===== src/rtl/multicycle_cpu_core.sv =====
// Multi-cycle MIPS-32 subset core: one FSM state per cycle, a single shared
// instruction/data port with req/ready handshake, sticky halt and fault.
module multicycle_cpu_core #(
  parameter logic [31:0] RESET_PC       = 32'h0000_0000,
  parameter int unsigned ADDR_WIDTH     = 16,
  parameter int unsigned TIMEOUT_CYCLES = 255
) (
  input  logic                  clk,
  input  logic                  rst,
  output logic                  mem_req,
  output logic                  mem_we,
  output logic [ADDR_WIDTH-1:0] mem_addr,
  output logic [31:0]           mem_wdata,
  input  logic [31:0]           mem_rdata,
  input  logic                  mem_ready,
  output logic [31:0]           pc_out,
  output logic                  instr_retired,
  output logic                  halted,
  output logic                  fault
);

  typedef enum logic [3:0] {
    FETCH, DECODE, EXEC_R, EXEC_I, MEM_ADDR, MEM_RD, MEM_WR,
    WB_R, WB_MEM, BRANCH, JUMP, HALT, FAULT
  } stateT;

  localparam logic [5:0] OP_RTYPE = 6'h00;
  localparam logic [5:0] OP_LW    = 6'h23;
  localparam logic [5:0] OP_SW    = 6'h2B;
  localparam logic [5:0] OP_BEQ   = 6'h04;
  localparam logic [5:0] OP_BNE   = 6'h05;
  localparam logic [5:0] OP_ADDI  = 6'h08;
  localparam logic [5:0] OP_J     = 6'h02;

  localparam logic [5:0] FN_ADD = 6'h20;
  localparam logic [5:0] FN_SUB = 6'h22;
  localparam logic [5:0] FN_AND = 6'h24;
  localparam logic [5:0] FN_OR  = 6'h25;
  localparam logic [5:0] FN_SLT = 6'h2A;

  localparam bit          TIMEOUT_EN   = (TIMEOUT_CYCLES != 0);
  localparam logic [31:0] TIMEOUT_LAST = 32'(TIMEOUT_CYCLES) - 32'd1;

  stateT state, stateNext;

  logic [31:0] pc, pcNext;
  logic [31:0] ir, regA, regB, aluOut, mdr;
  logic [31:0] timeoutCnt;
  logic [31:0] regFile [32];

  logic                  memReqNext, memWeNext;
  logic [ADDR_WIDTH-1:0] memAddrNext;
  logic [31:0]           memWdataNext;

  logic        memDone, memWait, timeoutHit;
  logic [5:0]  opcode, funct;
  logic [4:0]  rs, rt, rd;
  logic signed [31:0] immExt;
  logic [31:0] effAddr;

  logic        rfWe;
  logic [4:0]  rfWaddr;
  logic [31:0] rfWdata;

  function automatic logic [31:0] aluR(input logic [5:0] f,
                                       input logic signed [31:0] a,
                                       input logic signed [31:0] b);
    case (f)
      FN_ADD:  return a + b;
      FN_SUB:  return a - b;
      FN_AND:  return a & b;
      FN_OR:   return a | b;
      FN_SLT:  return (a < b) ? 32'd1 : 32'd0;
      default: return 32'd0;
    endcase
  endfunction

  function automatic logic legalFunct(input logic [5:0] f);
    return (f == FN_ADD) || (f == FN_SUB) || (f == FN_AND) ||
           (f == FN_OR)  || (f == FN_SLT);
  endfunction

  assign opcode  = ir[31:26];
  assign rs      = ir[25:21];
  assign rt      = ir[20:16];
  assign rd      = ir[15:11];
  assign funct   = ir[5:0];
  assign immExt  = {{16{ir[15]}}, ir[15:0]};
  assign effAddr = regA + immExt;

  assign memDone    = mem_req && mem_ready;
  assign memWait    = mem_req && !mem_ready;
  assign timeoutHit = TIMEOUT_EN && memWait && (timeoutCnt == TIMEOUT_LAST);

  assign pc_out = pc;

  // Next state, PC update, retire pulse and the registered memory-port values
  always_comb begin
    stateNext     = state;
    pcNext        = pc;
    instr_retired = 1'b0;
    case (state)
      FETCH: begin
        if (timeoutHit) stateNext = FAULT;
        else if (memDone) begin
          stateNext = DECODE;
          pcNext    = pc + 32'd4;
        end
      end
      DECODE: begin
        case (opcode)
          OP_RTYPE:     stateNext = legalFunct(funct) ? EXEC_R : HALT;
          OP_ADDI:      stateNext = EXEC_I;
          OP_LW, OP_SW: stateNext = MEM_ADDR;
          OP_BEQ, OP_BNE: stateNext = BRANCH;
          OP_J:         stateNext = JUMP;
          default:      stateNext = HALT;
        endcase
      end
      EXEC_R, EXEC_I: stateNext = WB_R;
      MEM_ADDR: begin
        if (effAddr[1:0] != 2'b00) stateNext = FAULT;
        else if (opcode == OP_LW)  stateNext = MEM_RD;
        else                       stateNext = MEM_WR;
      end
      MEM_RD: begin
        if (timeoutHit)   stateNext = FAULT;
        else if (memDone) stateNext = WB_MEM;
      end
      MEM_WR: begin
        if (timeoutHit) stateNext = FAULT;
        else if (memDone) begin
          stateNext     = FETCH;
          instr_retired = 1'b1;
        end
      end
      WB_R, WB_MEM: begin
        stateNext     = FETCH;
        instr_retired = 1'b1;
      end
      BRANCH: begin
        stateNext     = FETCH;
        instr_retired = 1'b1;
        // beq takes on equality, bne on inequality
        if ((opcode == OP_BEQ) == (regA == regB)) pcNext = aluOut;
      end
      JUMP: begin
        stateNext     = FETCH;
        instr_retired = 1'b1;
        pcNext        = {pc[31:28], ir[25:0], 2'b00};
      end
      HALT, FAULT: stateNext = state;
      default:     stateNext = FAULT;
    endcase

    memReqNext   = (stateNext == FETCH) || (stateNext == MEM_RD) || (stateNext == MEM_WR);
    memWeNext    = (stateNext == MEM_WR);
    memAddrNext  = mem_addr;
    memWdataNext = mem_wdata;
    if (stateNext == FETCH)      memAddrNext = pcNext[ADDR_WIDTH-1:0];
    else if (state == MEM_ADDR)  memAddrNext = effAddr[ADDR_WIDTH-1:0];
    if (stateNext == MEM_WR)     memWdataNext = regB;
  end

  always_ff @(posedge clk or negedge rst) begin
    if (!rst) begin
      state      <= FETCH;
      pc         <= RESET_PC;
      mem_req    <= 1'b0;
      mem_we     <= 1'b0;
      mem_addr   <= '0;
      mem_wdata  <= '0;
      halted     <= 1'b0;
      fault      <= 1'b0;
      timeoutCnt <= '0;
    end else begin
      state     <= stateNext;
      pc        <= pcNext;
      mem_req   <= memReqNext;
      mem_we    <= memWeNext;
      mem_addr  <= memAddrNext;
      mem_wdata <= memWdataNext;
      if (stateNext == HALT)  halted <= 1'b1;
      if (stateNext == FAULT) fault  <= 1'b1;
      timeoutCnt <= memWait ? timeoutCnt + 32'd1 : 32'd0;
    end
  end

  // Datapath holding registers carry no reset; they are always written before use
  always_ff @(posedge clk) begin
    if (state == FETCH && memDone)  ir  <= mem_rdata;
    if (state == MEM_RD && memDone) mdr <= mem_rdata;
    case (state)
      DECODE: begin
        regA   <= regFile[rs];
        regB   <= regFile[rt];
        aluOut <= pc + {immExt[29:0], 2'b00};
      end
      EXEC_R:           aluOut <= aluR(funct, regA, regB);
      EXEC_I, MEM_ADDR: aluOut <= effAddr;
      default: ;
    endcase
  end

  assign rfWe    = (state == WB_R) || (state == WB_MEM);
  assign rfWaddr = (state == WB_R && opcode == OP_RTYPE) ? rd : rt;
  assign rfWdata = (state == WB_MEM) ? mdr : aluOut;

  // Register 0 is never written, so it always reads back as zero
  always_ff @(posedge clk or negedge rst) begin
    if (!rst) begin
      for (int i = 0; i < 32; i++) regFile[i] <= '0;
    end else if (rfWe && rfWaddr != 5'd0) begin
      regFile[rfWaddr] <= rfWdata;
    end
  end

endmodule


===== config.mk =====
export PLATFORM = sky130hd
export DESIGN_NAME = multicycle_cpu_core
export DESIGN_NICKNAME = d
export VERILOG_FILES = /design/src/rtl/multicycle_cpu_core.sv
export SDC_FILE = /design/constraint.sdc
export NUM_CORES = 2
export LEC_CHECK = 0
export BUFFER_PORTS_ARGS = -buffer_cell sky130_fd_sc_hd__buf_2
export CAP_MARGIN = 20
export CORE_ASPECT_RATIO = 0.75
export CORE_MARGIN = 8
export CORE_UTILIZATION = 45
export DETAILED_ROUTE_END_ITERATION = 7
export PLACE_DENSITY_LB_ADDON = 0.3
export SLEW_MARGIN = 20
export SYNTH_ARGS = -nofsm -noshare
export SYNTH_HDL_FRONTEND = slang
export SYNTH_SLANG_ARGS = --single-unit

===== constraint.sdc =====
create_clock -name clk -period 4.6 [get_ports clk]
set_input_delay 0.92 -clock clk [delete_from_list [all_inputs] [get_ports clk]]
set_output_delay 0.92 -clock clk [all_outputs]
set_load 0.05 [all_outputs]

---- Word level (Yosys, flattened, before mapping) ----
Index checks and enable logic that the tools add are counted.
cells by class
  reduce and logical (&&, ||, !) cells .... 33
  mux-type cells .......................... 35
  equal/unequal tests ..................... 33
  add/sub/neg operators ................... 6
  bitwise operators ....................... 6
  magnitude comparators ................... 5
operators with widths
  cell                                                                    count
  1024-bit bitwise mux                                                    1
  32-bit binary-select mux with 5-bit select                              2
  32-bit two-way mux                                                      10
  32-bit case mux with 3 select lines                                     2
  32-bit demux with 5-bit select                                          1
  32-bit case mux with 5 select lines                                     1
  32-bit adder                                                            3
  6-bit equality test, second input constant                              7
  32-bit by 1-bit adder with 32-bit output, second input constant         1
  32-bit by 3-bit adder with 32-bit output, second input constant         1
  32-bit bitwise AND                                                      1
  32-bit equality test                                                    1
  32-bit by 8-bit equality test with 1-bit output, second input constant  1
  32-bit less-than comparator                                             1
  16-bit two-way mux                                                      2
  4-bit two-way mux                                                       8
  32-bit bitwise OR                                                       1
  4-bit case mux with 8 select lines                                      1
  32-bit subtractor                                                       1
  4-bit equality test, second input constant                              7
  4-bit by 3-bit equality test with 1-bit output, second input constant   6
  4-bit case mux with 5 select lines                                      1
  6-bit >= comparator, second input constant                              3
  5-bit inverter with 6-bit output                                        3
  other kinds (25)                                                        52
storage, ports and cells
  output and inout port bits .............. 85
  word-level logic and storage cells ...... 166
  register bits ........................... 1,304

---- Logic depth before layout (Yosys ltp) ----
  depth in word-level cells ............... 11
  mapped depth ............................ 16
  mapped depth without buffers ............ 14

---- Worst setup path before layout ----
No wires, ideal clock.
  path type ............................... register -> register
  from .................................... reg state[2]
  to ...................................... reg mem_addr[4]
  data required time ...................... 4.474 ns
  arrival time ............................ 4.772 ns
  stages on the path, launching flop included .. 10
  slack ................................... -0.298 ns
  buffers on the path ..................... 3
  clock period less this slack ............ 4.898 ns
  path through ............................ dfrtp_1 > buf_4 > or2_2 > clkbuf_1 > nor2_1 > nand2b_1 > o221ai_2 > nor3_4 > clkbuf_1 > a221o_1
on the way
  cells in the longest elaborated chain, start to end .. 5
  elaborated cells between the ends (all ways) .. 27
  those cells by class .................... eq/ne (12); mux (9); reduce/logical (6)
RTL lines
  element                                                                       RTL line  RTL
  start: declaration                                                            44        stateT state, stateNext;
  start signal: assignment                                                      177       state <= stateNext;
  4-bit by 3-bit equality test with 1-bit output, or another cell as far along  102       case (state)
  4-bit OR reduction (no line) or 2-bit OR reduction (tied branches)            -
  4-bit case mux with 8 select lines *                                          102
  net stateNext[3]                                                              44
  4-bit logical NOT *                                                           160       if (stateNext == FETCH) memAddrNext = pcNext[ADDR_WIDTH-1:0];
  16-bit two-way mux or 2-bit nonzero test (tied branches)                      -
  end signal: assignment                                                        181       mem_addr <= memAddrNext;
  end: declaration                                                              12        output logic [ADDR_WIDTH-1:0] mem_addr,
Mark *: on every way through the listed nets, which the timed path passes. The rest lies on a longest branch.
A chain may end at the register's enable or synchronous reset.

---- Final worst setup path ----
  from .................................... reg regA[4]
  to ...................................... reg aluOut[30], data pin
on the way
  cells in the longest elaborated chain, start to end .. 3
  elaborated cells between the ends (all ways) .. 5
  those cells by class .................... add/sub (3); mux (2)
RTL lines
  element                                            RTL line  RTL
  start: declaration                                 47        logic [31:0] ir, regA, regB, aluOut, mdr;
  start signal: assignment                           195       regA <= regFile[rs];
  32-bit subtractor or 32-bit adder (tied branches)  70, 69
  32-bit case mux with 5 select lines                68        case (f)
  32-bit case mux with 3 select lines *              193       case (state)
  end signal: assignment                             197       aluOut <= pc + {immExt[29:0], 2'b00};
  end signal: assignment                             199       EXEC_R: aluOut <= aluR(funct, regA, regB);
  end signal: assignment                             200       EXEC_I, MEM_ADDR: aluOut <= effAddr;
  end: declaration                                   47
Every way passes the cells marked *; elsewhere a longest branch is shown, timed or not.

==> results.ini <==
[floorplan]
row_count=126
initial_core_util_pct=45.3
fp.dieW_um=476
die_area_um2=172000
ios=120
coreArea_um2=157000
fp.dieH_um=361

[sta]
rsz0062_at_grt=no
finalHoldViolations=0
setup_viol=0
slew_headroom_pct=26.5
setup_tns_ns=0
worst_pin_slew_ns=1.10
fmax_mhz=235
skew_ns=0.0393
fin_ws_ns=0.344
slew_viol_final=0
finalCriticalPeriod_ns=4.26
fin_crit_sh_pct=92.5
holdWs_ns=0.125

[power_and_ir_drop]
p_leak_uw=0.0340
power.density_nw_per_um2=287
intPower_uw=17700
power.switching_uw=5080
vdd_drop_max_mv=0.444
p_comb_share_pct=1.1
clkPwrFrac_pct=47.7
swShare_pct=22.3
power_frac_seq_pct=51.1

[critical_path]
rr_endpoint=aluOut[30]
endpoint_kind=flip-flop
critPathMaxFanout=9
path_class=reg2reg
worstPathArrival_ns=4.77
critPathRequiredTime_ns=5.11
reg2reg_slack_ns=0.34
timing.rr.start=regA[4]
start_kind=flip-flop
reg2reg_depth=13

[hold_path]
hold_class=in2async

[synthesis]
synth_fp_nets=6579
synth_edf_count=160
seq_area_frac_synth_pct=46.8
synth_warnings=0
ys_ff_latch=1304
async_flop_share_pct=87.7
syn_inst=6375
postSynthAreaPerCell_um2=11.2
synth_cell_type_count=94
syn_area_um2=71400
synth_flop_cell=dfrtp_1

[clock_network]
h-tree-depth=4
cts_made_buffers=132
clkTransAtPathRegs_ns=0.06
postCtsSetupBuffers=0
clock-sinks=1304
clock_path_buffers=3
cts_tree=done
clk_latency_ns=0.79
clockRootBuffer=clkbuf_16

[global_route]
grt_max_degree=141
track_usage_pct=26.9
antenna_found_initial=16
grt_overflow_total=0
grt_pass1_vias=51900
grt_pass1_wl_um=348000

[placed_design]
place_hpwl_um=154000
place_ws_ns=0.232
port_buffers=119
dp.cells=8256
place.gp.congestion=0.946

[cells_and_area]
num-fill-cells=13600
syn2layout_area_growth_pct=11.3
final_util_pct=50.4
fin_cells=8501
drive_above_1_share_pct=21.6
fin_nets=6484

[routing]
ant_nets=0
firstDrtPassIters=6
dr_total_vias=53900
drt-initial-drc-count=7423
wirelength_um=235000
drc=0
wl_per_cell_um=27.6
viasPerCell=6.34

[flow_run]
maxCapViolCount=0

[outcome]
status=complete, no violations

## worst max-delay path by stage
| stage | startpoint | to | slack (ns) | depth (start not counted) |
|---|---|---|---|---|
| after global placement | regA[4] | aluOut[30] | 0.29 | 13 |
| after global routing | regA[0] | aluOut[30] | 0.16 | 14 |
| final | regA[4] | aluOut[30] | 0.34 | 13 |
| after floorplan | ir[1] | aluOut[30] | 0.78 | 15 |
| after detailed placement | regA[4] | aluOut[30] | 0.23 | 13 |
| after CTS | regA[4] | aluOut[30] | 0.21 | 13 |
## through the flow
stage / area [µm²] / power, µW
after floorplan: 71400 / 11900
after global placement: 75000 / 12100
after detailed placement: 75000 / 12100
after CTS: 79400 / 23000
after global routing: 79400 / 23400
final: 79400 / 22800
## cells in the mapped netlist (all sizes together) (15+ instances only)
| library cell | instances | area [µm²] |
|---|---|---|
| dfrtp | 1144 | 28600 |
| nor2 | 825 | 3140 |
| a21oi | 792 | 4000 |
| mux4 | 640 | 14400 |
| nand2 | 564 | 2120 |
| o21ai | 564 | 2830 |
| clkbuf | 421 | 1580 |
| ha | 165 | 2060 |
| edfxtp | 160 | 4800 |
| buf | 158 | 781 |
| inv | 116 | 438 |
| xnor2 | 69 | 604 |
| mux2 | 65 | 732 |
| nand3 | 55 | 275 |
| nor3 | 49 | 324 |
| xor2 | 49 | 429 |
| mux2i | 43 | 430 |
| a21o | 32 | 240 |
| and3 | 31 | 194 |
| a211oi | 27 | 203 |
| nand4 | 25 | 156 |
| nand2b | 24 | 150 |
| nor2b | 22 | 138 |
| o21bai | 20 | 154 |
| or3 | 19 | 124 |
| a221o | 18 | 180 |
| and2 | 18 | 113 |
| a31oi | 17 | 113 |
| o22ai | 17 | 106 |
| nor4 | 16 | 115 |
| o21a | 16 | 120 |
| o221ai | 16 | 146 |
| a221oi | 15 | 131 |
| o211ai | 15 | 113 |
| or2 | 15 | 93.8 |
## critical path, stage by stage (launching register included)
cell       delay [ns]
edfxtp_1         0.44
inv_1            0.07
ha_1             0.45
or3_1            0.19
o221ai_1         0.15
o22a_1           0.27
a2111oi_2        0.56
o221ai_1         0.33
a21oi_1          0.33
nor2_1           0.10
o221ai_1         0.24
xnor2_1          0.20
o2111ai_1        0.13
or4b_1           0.52
## flip-flops by register name, indices dropped and copies added (netlist names), 4 cells and up
register    flops
regA           32
regFile      1024
aluOut         32
regB           32
ir             32
mem_addr       16
timeoutCnt     32
mdr            32
pc_out         32
state           4
mem_wdata      32
## cell usage in the layout, fill, tap and decap left out, drive strengths merged, types with 17 or more instances in the layout
cell type  synthesis  final
a21oi            792    792
clkbuf           421    185
xor2              49     49
mux2i             43     43
nand4             25     25
o21ai            564    564
nor2b             22     22
inv              116    123
and2              18     18
ha               165    165
o21bai            20     20
clkinv             0     37
dfrtp           1144   1144
nand3             55     55
o22ai             17     17
a211oi            27     27
buf              158    350
edfxtp           160    160
a221o             18     18
or3               19     19
nor2             825    825
a21o              32     32
xnor2             69     69
and3              31     31
a31oi             17     17
nand2            564    564
nand2b            24     24
nor3              49     49
mux4             640    640
mux2              65     65
## routing by layer
metal  vias up  global-route usage, %  part of all wire, %
met1     27300                   40.2                   42
met4         0                   8.93                  3.7
met3       513                   6.87                   11
met2      2917                   38.3                   43
li1      23200                      -                    -
met5         -                      0                    0
## cell type report
| class | count | area (µm²) | area share, % |
|---|---|---|---|
| multi-input cells | 4376 | 35500 | 44.7 |
| flip-flops and latches | 1304 | 33400 | 42.1 |
| clock buffers | 185 | 3770 | 4.75 |
| repair buffers | 350 | 3100 | 3.90 |
| well taps | 2112 | 2640 | 3.33 |
| clock inverters | 52 | 537 | 0.676 |
| inverters | 116 | 438 | 0.551 |
| diodes | 6 | 15.0 | 0.0189 |
## logic make-up (layout without fill, tap and decap cells)
family                     after synthesis  in the layout  share of synthesized area, %
AOI/OAI and AO/OA                     1646           1646                          12.9
xor gates and xnor gates               118            118                          1.45
adders and majority gates              169            169                          3.00
buffers and inverters                  695            703                          3.92
DFF                                   1304           1304                          46.8
muxes                                  748            748                          21.8
other                                    0              6                             0
and+or+nand+nor                       1695           1695                          10.1
## what timing repair did
action / 4_1_cts / 5_1_grt
endpoints found under the setup margin: 0 / 1
hold buffers: 0 / 0
resized for setup: 0 / 1
## power groups by stage
stage | clock [µW] | combinational, µW | sequential [µW]
floorplan | 0 | 0.155 | 11900
global placement | 0 | 270 | 11900
detailed placement | 0 | 274 | 11900
CTS | 11100 | 275 | 11600
global route | 11500 | 303 | 11600
finish | 10900 | 260 | 11600
(Power assumes the default switching activity.)
